===== src/rtl/pipe_ctrl_unit_pkg.sv =====
// pipe_ctrl_unit_pkg: stage indices, hold-FSM state encodings and stage-mask helper shared by the stall controller.
package pipe_ctrl_unit_pkg;
  localparam int STG_PC  = 0;
  localparam int STG_IF  = 1;
  localparam int STG_ID  = 2;
  localparam int STG_EX  = 3;
  localparam int STG_MEM = 4;
  localparam int STG_WB  = 5;
  localparam logic [1:0] S_IDLE = 2'd0;
  localparam logic [1:0] S_BUSY = 2'd1;
  localparam logic [1:0] S_DONE = 2'd2;
  // stage j belongs to the mask of a stage-k requester; the last stage (WB) is never held or flushed
  function automatic logic stage_in(int j, int k, int n);
    return j <= k && j != n - 1;
  endfunction
endpackage


===== src/rtl/pipe_mc_hold.sv =====
// pipe_mc_hold: IDLE/BUSY/DONE sequencer for multi-cycle ops; holds the pipe while BUSY, pulses done in DONE.
module pipe_mc_hold
  import pipe_ctrl_unit_pkg::*;
#(
  parameter int CNT_W = 6
) (
  input  logic             clk,
  input  logic             resetn,
  input  logic             start,
  input  logic             abort,
  input  logic [CNT_W-1:0] cycles,
  output logic             hold,
  output logic             done
);
  logic [1:0] state_q, state_d;
  logic [CNT_W-1:0] cnt_q, cnt_d;
  always_comb begin
    state_d = state_q;
    cnt_d = cnt_q;
    if (abort) state_d = S_IDLE;
    else if (state_q == S_IDLE && start) begin
      state_d = cycles != '0 ? S_BUSY : S_DONE;
      cnt_d = cycles;
    end else if (state_q == S_BUSY) begin
      cnt_d = cnt_q - 1'b1;
      state_d = cnt_q == CNT_W'(1) ? S_DONE : S_BUSY;
    end else if (state_q == S_DONE) state_d = S_IDLE;
  end
  always_ff @(posedge clk or negedge resetn) begin
    if (!resetn) begin
      state_q <= S_IDLE;
      cnt_q <= '0;
    end else begin
      state_q <= state_d;
      cnt_q <= cnt_d;
    end
  end
  assign hold = state_q == S_BUSY;
  assign done = state_q == S_DONE;
endmodule


===== src/rtl/pipe_ctrl_unit.sv =====
// pipe_ctrl_unit: merges stall, multi-cycle hold and flush requests into per-stage stall/flush vectors,
// registers the pc redirect and counts stalled cycles.
module pipe_ctrl_unit
  import pipe_ctrl_unit_pkg::*;
#(
  parameter int                   NUM_STAGES  = 6,
  parameter int                   NUM_SRC     = 2,
  parameter logic [3*NUM_SRC-1:0] SRC_STAGE   = {3'd3, 3'd2},
  parameter int                   MC_STAGE    = STG_EX,
  parameter int                   FLUSH_STAGE = STG_EX,
  parameter int                   CNT_W       = 6
) (
  input  logic                  clk,
  input  logic                  resetn,
  input  logic [NUM_SRC-1:0]    stallreq,
  input  logic                  mc_start,
  input  logic [CNT_W-1:0]      mc_cycles,
  output logic                  mc_done,
  input  logic                  flush_req,
  input  logic [31:0]           flush_pc,
  output logic [NUM_STAGES-1:0] stall,
  output logic [NUM_STAGES-1:0] flush,
  output logic                  redirect_vld,
  output logic [31:0]           redirect_pc,
  output logic [31:0]           stall_cycles
);
  logic mc_hold;
  logic [NUM_SRC-1:0][NUM_STAGES-1:0] src_mask;
  logic [NUM_STAGES-1:0] mc_mask, fl_mask, fl_clr, req_stall;
  logic redirect_vld_q, redirect_vld_d;
  logic [31:0] redirect_pc_q, redirect_pc_d, stall_cycles_q, stall_cycles_d;
  for (genvar s = 0; s < NUM_SRC; s++) begin : g_src
    for (genvar j = 0; j < NUM_STAGES; j++) begin : g_bit
      assign src_mask[s][j] = stallreq[s] && stage_in(j, int'(SRC_STAGE[3*s+:3]), NUM_STAGES);
    end
  end
  for (genvar j = 0; j < NUM_STAGES; j++) begin : g_stage
    assign mc_mask[j] = stage_in(j, MC_STAGE, NUM_STAGES);
    assign fl_mask[j] = j > 0 && stage_in(j, FLUSH_STAGE, NUM_STAGES);
    assign fl_clr[j] = j <= FLUSH_STAGE;
  end
  always_comb begin
    req_stall = mc_hold ? mc_mask : '0;
    for (int s = 0; s < NUM_SRC; s++) req_stall |= src_mask[s];
  end
  // a flush squashes the holds it would otherwise fight with; stages past the resolver keep their stalls
  assign stall = flush_req ? req_stall & ~fl_clr : req_stall;
  assign flush = flush_req ? fl_mask : '0;
  pipe_mc_hold #(.CNT_W(CNT_W)) u_mc_hold (
    .clk(clk),
    .resetn(resetn),
    .start(mc_start && !flush_req),
    .abort(flush_req),
    .cycles(mc_cycles),
    .hold(mc_hold),
    .done(mc_done)
  );
  always_comb begin
    redirect_vld_d = flush_req;
    redirect_pc_d = flush_req ? flush_pc : redirect_pc_q;
    stall_cycles_d = stall_cycles_q + 32'(stall[0]);
  end
  always_ff @(posedge clk or negedge resetn) begin
    if (!resetn) begin
      redirect_vld_q <= 1'b0;
      redirect_pc_q <= '0;
      stall_cycles_q <= '0;
    end else begin
      redirect_vld_q <= redirect_vld_d;
      redirect_pc_q <= redirect_pc_d;
      stall_cycles_q <= stall_cycles_d;
    end
  end
  assign redirect_vld = redirect_vld_q;
  assign redirect_pc = redirect_pc_q;
  assign stall_cycles = stall_cycles_q;
endmodule

===== config.mk =====
export PLATFORM = sky130hd
export DESIGN_NAME = pipe_ctrl_unit
export DESIGN_NICKNAME = d
export VERILOG_FILES = /design/src/rtl/pipe_ctrl_unit_pkg.sv /design/src/rtl/pipe_mc_hold.sv /design/src/rtl/pipe_ctrl_unit.sv
export SDC_FILE = /design/constraint.sdc
export NUM_CORES = 1
export LEC_CHECK = 0
export CAP_MARGIN = 20
export CORE_MARGIN = 2
export CORE_UTILIZATION = 40
export CTS_CLUSTER_DIAMETER = 200
export DETAILED_ROUTE_END_ITERATION = 16
export HOLD_SLACK_MARGIN = 0.08
export PLACE_DENSITY = 0.76
export SYNTH_ARGS = -nofsm -noshare
export SYNTH_HDL_FRONTEND = slang
export SYNTH_SLANG_ARGS = --single-unit

===== constraint.sdc =====
create_clock -name clk -period 2 [get_ports clk]
set_input_delay 0.4 -clock clk [delete_from_list [all_inputs] [get_ports clk]]
set_output_delay 0.4 -clock clk [all_outputs]
set_load 0.01 [all_outputs]

==> results.py, run 1 <==
metrics = {
    "outcome": {
        "status": "complete, no violations",
    },
    "critical_path": {
        "worstPathRequired_ns": 1.60,
        "crit_chain": "clkdlybuf4s50_1 > a21oi_2 > a21oi_4 > buf_4 > dlygate4sd2_1",
        "critPathKind": "input port to output pin",
        "cp_max_fo": 4,
        "crit_path_max_incr_delay_ns": 0.42,
        "cp_slowest_cell": "clkdlybuf4s50_1",
        "worstPathArrival_ns": 1.49,
        "cp_num_buf_inv": 3,
        "startpoint_type": "input port",
        "worstSetupEndpointType": "output pin",
        "cp_top_family": "buffers and inverters",
    },
    "pwr": {
        "peakVddDrop_v": 0.000362,
        "netSwitchingPower_uw": 1140,
        "p_comb_share_pct": 24.2,
        "p_sw_share_pct": 29.1,
        "p_int_uw": 2790,
        "cellPowerDensity_mw_per_mm2": 799,
        "power.leakage_uw": 0.00214,
        "p_seq_share_pct": 46.7,
        "power.share.clock_pct": 29.0,
    },
    "timing": {
        "period_share_pct": 94.7,
        "fin_hold_ws_ns": 0.414,
        "relSlewSlack_pct": 59.9,
        "setup_violations": 0,
        "hold_viol": 0,
        "tightest_slew_ns": 0.602,
        "maxClockFrequency_mhz": 528,
        "finalClockSkew_ns": 0.0101,
        "rsz0062_at_grt": "no",
        "period_needed_ns": 1.89,
        "slew_viol_final": 0,
    },
    "logic_synthesis": {
        "ys_types": 35,
        "seq_area_frac_synth_pct": 54.9,
        "synth_warnings": 0,
        "syn_inst": 275,
        "avgSynthCellArea_um2": 12.1,
        "synth-seq-cells": 73,
        "ys_async_sr_fraction_pct": 100,
        "synth_area_mm2": 0.00333,
        "synth-main-ff-cell": "dfrtp_1",
        "synth_edf_count": 0,
    },
    "drt": {
        "finalWirelength_um": 7580,
        "drt_iter0_drc": 54,
        "wl_per_cell_um": 14.7,
        "routed_via_density": 4.89,
        "drc": 0,
        "antenna_left": 0,
        "dr.pass1.iters": 4,
        "vias": 2523,
    },
    "clock_tree": {
        "cts_tree": "yes",
        "clk_latency_ns": 0.34,
        "clk_path_buf_depth": 2,
        "clockRootBuffer": "clkbuf_8",
        "path_clk_slew_ns": 0.07,
        "numClockSinks": 73,
        "numCtsBuffers": 9,
        "cts_max_level": 3,
    },
    "layout": {
        "final_area_mm2": 0.00492,
        "nNetsFinal": 455,
        "multi_input_area_mm2": 0.00142,
        "layout-drive-gt1-share_pct": 20.7,
        "area_delta_synth_final_pct": 48.0,
        "register_area_mm2": 0.00183,
        "num_antenna_cells": 0,
        "fillers": 678,
    },
    "die": {
        "initial_core_util_pct": 40.9,
        "dieArea_mm2": 0.00906,
        "core_area_mm2": 0.00813,
        "io_pins": 122,
        "die_y_um": 95.2,
        "rows": 33,
        "chipWidth_um": 95.2,
    },
    "worst_hold_path": {
        "hold_class": "input port to flip-flop",
    },
    "place": {
        "place_area_mm2": 0.00469,
        "io_buffers": 116,
        "routabilityCongestion": 0.768,
        "dp_hpwl_um": 5650,
    },
    "flow_run": {
        "cap_violations": 0,
    },
    "grt": {
        "grt_max_degree": 27,
        "overflow": 0,
        "antenna_found_initial": 0,
        "grt_pass1_wl_um": 12200,
        "grt_pass1_vias": 2564,
        "grt_use_total_pct": 17.4,
    },
}
## per-stage QoR
stage | power, uW | std cells | setup TNS, ns | utilization, % | setup slack (ns)
after floorplan | 2300 | 279 | -0.0231 | - | -0.0231
after global placement | 2790 | 498 | -3.85 | 57.7 | -0.250
after detailed placement | 2830 | 498 | -4.62 | 57.7 | -0.316
after CTS | 3990 | 516 | 0 | 60.3 | 0.0188
after global routing | 4170 | 516 | 0 | 60.5 | 0.0488
final | 3940 | 516 | 0 | 60.5 | 0.107
## cell usage in the layout (no fill, tap or decap), types with 2 or more instances in the layout
cell | synthesis | layout
nor2_1 | 16 | 16
buf_4 | 10 | 15
ha_1 | 5 | 3
dlygate4sd2_1 | 0 | 4
clkinvlp_4 | 0 | 4
nand4_1 | 6 | 6
conb_1 | 1 | 5
mux2_2 | 28 | 28
nor3b_1 | 2 | 2
buf_12 | 0 | 2
o21ai_0 | 2 | 2
ha_2 | 0 | 2
xor2_1 | 21 | 21
and2_1 | 3 | 2
nand2_1 | 13 | 12
clkbuf_8 | 0 | 9
a21oi_1 | 7 | 5
and4_1 | 3 | 3
dfrtp_1 | 73 | 73
o21ai_1 | 7 | 7
nor3_1 | 11 | 10
inv_1 | 9 | 8
xnor2_1 | 9 | 9
nand3_1 | 12 | 11
nor4_2 | 8 | 9
a22oi_1 | 3 | 3
buf_2 | 0 | 2
clkdlybuf4s50_1 | 0 | 109
mux2_1 | 6 | 6
## cell families after synthesis
kind of cell / Yosys count / share of synthesized area [%]
simple gates: 83 / 15.4
flops: 73 / 54.9
mux: 34 / 11.5
xor+xnor: 30 / 7.90
buf+inv: 27 / 4.40
compound gates: 22 / 3.87
fa+ha+maj: 5 / 1.88
other cells: 1 / 0.113
## cell usage after synthesis (2+ instances only)
cell type,instances,share of area (%)
xnor2_1,9,2.4
buf_4,10,2.3
nand3_1,12,1.8
nand4_1,6,1.1
nor4_2,8,3.0
a21oi_1,7,1.1
mux2_1,6,2.0
nor4_1,3,0.56
dfrtp_1,73,55
nor3b_1,2,0.45
o21ai_0,2,0.30
a22oi_1,3,0.68
nor3_1,11,1.7
and2_1,3,0.56
xor2_1,21,5.5
nor2_1,16,1.8
ha_1,5,1.9
nand2_1,13,1.5
clkbuf_1,6,0.68
and4_1,3,0.79
o21ai_1,7,1.1
mux2_2,28,9.5
inv_1,9,1.0
## worst paths after layout
| path | slack, ns | depth (start not counted) | end | startpoint |
|---|---|---|---|---|
| max in group asynchronous | 0.85 | 3 | stall_cycles[29] | resetn |
| worst min-delay path | 0.41 | 2 | redirect_vld | flush_req |
| worst min register to register | 0.47 | 1 | stall_cycles[31] | stall_cycles[31] |
| worst max-delay path | 0.11 | 5 | stall[2] | stallreq[1] |
| worst max register to register | 0.15 | 4 | stall_cycles[25] | stall_cycles[18] |
| min in group asynchronous | 0.60 | 2 | u_mc_hold.state_q[0] | resetn |
## power groups by stage
stage	sequential, uW	combinational, uW	clock (uW)
global placement	1860	930	0
floorplan	1900	391	0
CTS	1840	969	1180
global route	1870	1050	1250
detailed placement	1870	962	0
finish	1840	954	1140
## state kept, by name, summed over array words and instances, names as in the netlist
signal and flops:
u_mc_hold.cnt_q 6, stall_cycles 32, redirect_pc 32, redirect_vld 1, u_mc_hold.state_q 2
## cell type report
cell class                      count  area share (%)
Inverter                            9           0.686
Tap cell                          105            2.67
Sequential cell                    73            37.1
Timing Repair Buffer              134            26.6
Multi-Input combinational cell    179            28.9
Clock inverter                      6            1.40
Clock buffer                       10            2.59
## metal layers
layer  routed length, um  share of wire (%)  vias to the layer above  track usage [%]
met3                 586                7.7                        6             5.69
met2                3690                 49                       83             28.9
met5                   0                  0                        -                0
met4                  68               0.90                        0             5.43
li1                    -                  -                     1202                -
met1                3230                 43                     1232             21.6
## what timing repair did
item,in CTS,in global routing
pin swaps,2,1
hold endpoints to repair,3,0
buffers inserted,1,0
setup endpoints to repair,5,2
gates resized for setup,6,3
hold buffers,1,0
No activity file was read; power rests on OpenSTA's default activity.
==> run 2: changes to the inputs <==
--- a/config.mk
+++ b/config.mk
@@ -10,6 +10,8 @@
 export CORE_UTILIZATION = 40
 export CTS_CLUSTER_DIAMETER = 200
 export DETAILED_ROUTE_END_ITERATION = 16
+export GPL_ROUTABILITY_DRIVEN = 1
+export GPL_TIMING_DRIVEN = 0
 export HOLD_SLACK_MARGIN = 0.08
 export PLACE_DENSITY = 0.76
 export SYNTH_ARGS = -nofsm -noshare
==> run 2 against run 1 <==
  * Global-route usage decreased by 0.30 points
  * Non-clock buffer count grew 7
  * Clock skew is 0.0013 ns higher
  * First-iteration DRC count increased by 87%
  * Clock-buffer cell count stayed put
  * Combinational power is essentially flat
==> results.py, run 2 (synthesis gave the netlist of run 1 again) <==
metrics = {
    "outcome": {
        "status": "complete, no violations",
    },
    "layout": {
        "nNetsFinal": 462,
        "area_delta_synth_final_pct": 50.9,
        "stdcell_count": 523,
        "final_common_cell": "clkdlybuf4s50_1",
        "fillers": 655,
        "register_area_mm2": 0.00183,
        "layout-drive-gt1-share_pct": 22.7,
        "final_cell_mix": "109 x clkdlybuf4s50_1, 72 x dfrtp_1, 28 x mux2_2, 21 x xor2_1, 17 x buf_4",
        "final_area_mm2": 0.00502,
        "multi_input_area_mm2": 0.00148,
        "num_antenna_cells": 0,
    },
    "place": {
        "dp_slack_ns": -0.850,
        "routabilityCongestion": 0.797,
        "numPlacedInstances": 501,
        "place_area_mm2": 0.00471,
        "dp_hpwl_um": 5320,
        "io_buffers": 116,
    },
    "clock_tree": {
        "clockRootBuffer": "clkbuf_8",
        "clk_latency_ns": 0.34,
        "path_clk_slew_ns": 0.07,
        "numClockSinks": 73,
        "cts_tree": "yes",
        "cts_max_level": 3,
        "numCtsBuffers": 9,
        "clk_path_buf_depth": 2,
    },
    "critical_path": {
        "cp_slowest_cell": "clkdlybuf4s50_1",
        "critical_path.most_common_cell": "ha_4",
        "startpoint_type": "input port",
        "cp_max_fo": 5,
        "critPathKind": "input port to flip-flop",
        "crit_path_max_incr_delay_ns": 0.46,
        "worstPathArrival_ns": 2.15,
        "cp_top_family": "buffers and inverters",
        "cp_num_buf_inv": 3,
        "worstSetupEndpointType": "flip-flop",
        "worstPathRequired_ns": 2.26,
        "crit_chain": "clkdlybuf4s50_1 > inv_1 > a21oi_4 > buf_4 > ha_4 > ha_4 > and2_4 > nand3_2 > nor4_4 > xnor2_1",
    },
    "pwr": {
        "peakVddDrop_v": 0.000475,
        "cellPowerDensity_mw_per_mm2": 789,
        "power.leakage_uw": 0.00216,
    },
    "drt": {
        "antenna_left": 0,
        "drt_iter0_drc": 101,
        "wl_per_cell_um": 14.2,
        "routed_via_density": 4.90,
        "drc": 0,
        "dr.pass1.iters": 4,
        "vias": 2561,
        "finalWirelength_um": 7410,
    },
    "timing": {
        "rsz0062_at_grt": "no",
        "tightest_slew_ns": 0.552,
        "maxClockFrequency_mhz": 529,
        "period_needed_ns": 1.89,
        "fin_hold_ws_ns": 0.265,
        "relSlewSlack_pct": 63.2,
        "setup_violations": 0,
        "finalClockSkew_ns": 0.0114,
        "slew_viol_final": 0,
        "period_share_pct": 94.6,
        "hold_viol": 0,
        "fin_ws_ns": 0.108,
    },
    "die": {
        "chipWidth_um": 95.2,
        "rows": 33,
        "io_pins": 122,
        "core_area_mm2": 0.00813,
        "die_y_um": 95.2,
        "initial_core_util_pct": 40.9,
        "dieArea_mm2": 0.00906,
    },
    "grt": {
        "grt_max_degree": 71,
        "grt_pass1_wl_um": 12000,
        "grt_pass1_vias": 2512,
        "overflow": 0,
        "grt_use_total_pct": 17.1,
        "antenna_found_initial": 0,
    },
    "worst_hold_path": {
        "hold_class": "input port to flip-flop",
    },
    "flow_run": {
        "cap_violations": 0,
    },
}
[run 2: worst paths after layout]
| kind | endpoint | cells after the start | from | slack, ns |
|---|---|---|---|---|
| max | stall_cycles[22] | 10 | stallreq[0] | 0.11 |
| min | redirect_vld | 1 | flush_req | 0.27 |
| max reg2reg | stall_cycles[31] | 5 | stall_cycles[13] | 0.11 |
| min reg2reg | stall_cycles[31] | 1 | stall_cycles[31] | 0.48 |
| max in group asynchronous | redirect_pc[14] | 3 | resetn | 1.05 |
| min in group asynchronous | u_mc_hold.cnt_q[3] | 2 | resetn | 0.40 |
[run 2: layout make-up]
cell class,count,share of cell area [%]
buffer,18,2.69
clock buffer,10,2.54
clock inverter,6,1.37
inverter,9,0.673
multi-input combinational,179,29.4
sequential,73,36.4
tap,105,2.62
timing repair buffer,123,24.3
[run 2: metal layers]
layer / vias up / wire [um] / global-route usage, %
met5: - / 0 / 0
met4: 0 / 71 / 6.52
met3: 7 / 627 / 5.45
met2: 89 / 3520 / 27.3
met1: 1240 / 3180 / 21.8
li1: 1225 / - / -
[run 2: power breakdown]
| part | internal [uW] | switching, uW | total [uW] |
|---|---|---|---|
| logic | 557 | 399 | 956 |
| clock network | 578 | 557 | 1130 |
| registers | 1660 | 205 | 1870 |
[run 2: through the flow]
stage / total power, uW / utilization, % / setup TNS [ns]
2_1_floorplan: 2300 / - / -0.0231
3_3_place_gp: 2760 / 57.6 / -175.62
3_5_place_dp: 2800 / 57.9 / -30.72
4_1_cts: 3980 / 61.3 / 0
5_1_grt: 4200 / 61.7 / 0
6_report: 3960 / 61.7 / 0
[run 2: what timing repair did]
action,4_1_cts,5_1_grt
pin swaps,4,2
hold endpoints to repair,3,0
setup buffers,4,1
resized for setup,19,10
hold buffers,1,0
setup endpoints to repair,35,16
==> run 3: changes to the inputs <==
--- a/config.mk
+++ b/config.mk
@@ -6,7 +6,8 @@
 export NUM_CORES = 1
 export LEC_CHECK = 0
 export CAP_MARGIN = 20
-export CORE_MARGIN = 2
+export CORE_ASPECT_RATIO = 1.4
+export CORE_MARGIN = 4
 export CORE_UTILIZATION = 40
 export CTS_CLUSTER_DIAMETER = 200
 export DETAILED_ROUTE_END_ITERATION = 16
==> run 3 against run 2 <==
  * Combinational power is 0.6% higher
  * Critical endpoint unchanged
  * Sequential power hardly changed
  * Maximum frequency down 0.84%
  * Worst hold slack improved by 0.0036 ns
  * Clock-buffer cell count grew 3
  * Flip-flop and latch count unchanged
==> results.py, run 3 (synthesis gave the netlist of run 1 again) <==
metrics = {
    "pwr": {
        "cellPowerDensity_mw_per_mm2": 846,
        "peakVddDrop_v": 0.000653,
        "power.leakage_uw": 0.00221,
        "report.power.total_uw": 4310,
    },
    "outcome": {
        "status": "complete, no violations",
    },
    "die": {
        "die_y_um": 116,
        "dieArea_mm2": 0.00986,
        "core_area_mm2": 0.00815,
        "initial_core_util_pct": 40.8,
        "io_pins": 122,
        "chipWidth_um": 85.1,
        "rows": 39,
    },
    "clock_tree": {
        "numCtsBuffers": 9,
        "clk_path_buf_depth": 2,
        "clockRootBuffer": "clkbuf_16",
        "numClockSinks": 73,
        "clk_latency_ns": 0.34,
        "cts_max_level": 3,
        "path_clk_slew_ns": 0.05,
        "cts_tree": "yes",
    },
    "timing": {
        "slew_viol_final": 0,
        "fin_hold_ws_ns": 0.269,
        "relSlewSlack_pct": 64.3,
        "period_share_pct": 95.4,
        "hold_viol": 0,
        "finalClockSkew_ns": 0.00196,
        "period_needed_ns": 1.91,
        "rsz0062_at_grt": "yes",
        "maxClockFrequency_mhz": 524,
        "setup_tns_ns": 0,
        "setup_violations": 0,
        "tightest_slew_ns": 0.535,
    },
    "critical_path": {
        "crit_chain": "clkdlybuf4s50_1 > a21oi_2 > a21oi_4 > buf_4 > ha_4 > ha_4 > and2_4 > nand3_4 > nor4_4 > xnor2_1",
        "startpoint_type": "input port",
        "cp_max_fo": 5,
        "critical_path.most_common_cell": "ha_4",
        "worstPathRequired_ns": 2.26,
        "critPathKind": "input port to flip-flop",
        "worstSetupEndpointType": "flip-flop",
        "worstPathArrival_ns": 2.17,
        "cp_slowest_cell": "clkdlybuf4s50_1",
        "crit_path_max_incr_delay_ns": 0.48,
    },
    "layout": {
        "nNetsFinal": 459,
        "fillers": 670,
        "num_antenna_cells": 0,
        "area_delta_synth_final_pct": 53.1,
        "layout-drive-gt1-share_pct": 22.2,
        "multi_input_area_mm2": 0.00149,
        "final_cell_mix": "110 x clkdlybuf4s50_1, 71 x dfrtp_1, 28 x mux2_2, 21 x xor2_1, 16 x nor2_1",
        "final_common_cell": "clkdlybuf4s50_1",
        "register_area_mm2": 0.00183,
    },
    "drt": {
        "vias": 2560,
        "finalWirelength_um": 7990,
        "antenna_left": 0,
        "routed_via_density": 4.95,
        "wl_per_cell_um": 15.5,
        "drt_iter0_drc": 85,
        "dr.pass1.iters": 4,
        "drc": 0,
    },
    "grt": {
        "grt_pass1_vias": 2708,
        "grt_use_total_pct": 17.4,
        "grt_pass1_wl_um": 13400,
        "antenna_found_initial": 0,
        "overflow": 0,
        "grt_max_degree": 46,
    },
    "worst_hold_path": {
        "hold_class": "input port to flip-flop",
    },
    "flow_run": {
        "cap_violations": 0,
    },
    "place": {
        "dp_hpwl_um": 5800,
        "routabilityCongestion": 0.784,
        "io_buffers": 116,
    },
}
-- run 3: changes by cell type in the layout (fill, tap and decap cells not counted), moves of 3 or more --
cell	delta
clkinv_2	+3
clkinvlp_4	-4
buf_4	-4
clkbuf_16	+9
clkbuf_8	-7
-- run 3: report_power, final --
part           switching (uW)  total, uW  internal [uW]
Clock                     572       1470            900
Combinational             406        962            556
Sequential                208       1870           1670
-- run 3: path summary, 6_finish.rpt --
kind,endpoint,cells past startpoint,slack [ns],from
max,stall_cycles[22],10,0.09,stallreq[1]
min,redirect_vld,1,0.27,flush_req
max reg2reg,stall_cycles[22],10,0.11,u_mc_hold.state_q[1]
min reg2reg,stall_cycles[31],1,0.47,stall_cycles[31]
max in group asynchronous,redirect_pc[8],3,0.92,resetn
min in group asynchronous,u_mc_hold.cnt_q[2],2,0.54,resetn
-- run 3: per-stage QoR --
step,setup WS (ns),utilization (%),cells,instance area (um2)
2_1_floorplan,-0.0231,-,279,3390
3_3_place_gp,-2.06,57.4,497,4680
3_5_place_dp,-0.887,57.7,498,4700
4_1_cts,0.00765,62.0,517,5050
5_1_grt,-0.0197,62.5,517,5090
6_report,0.0920,62.5,517,5090
-- run 3: timing repair --
action / CTS / global route
gates resized for setup: 19 / 11
pin swaps: 2 / 1
setup endpoints to repair: 46 / 17
hold buffers: 1 / 0
setup buffers: 2 / 0
hold endpoints to repair: 28 / 0
-- run 3: metal layers --
metal	up-vias	GRT usage, %	share of wire (%)
met3	16	5.05	6.9
met4	0	9.71	3.1
met5	-	0	0
li1	1221	-	-
met2	96	28.6	49
met1	1227	20.4	41
-- run 3: worst max-delay path: cells and delay by family --
| family | cells | cell delay, ns |
|---|---|---|
| compound gates | 2 | 0.22 |
| xor+xnor | 1 | 0.14 |
| fa+ha+maj | 2 | 0.30 |
| buf+inv | 2 | 0.63 |
| simple gates | 3 | 0.47 |
-- run 3: cell type report --
| class | instances | share of cell area, % |
|---|---|---|
| timing repair buffer | 120 | 23.6 |
| buffer | 18 | 2.65 |
| inverter | 9 | 0.664 |
| multi-input combinational | 179 | 29.2 |
| sequential | 73 | 35.9 |
| tap | 102 | 2.51 |
| clock inverter | 3 | 0.295 |
| clock buffer | 13 | 5.11 |
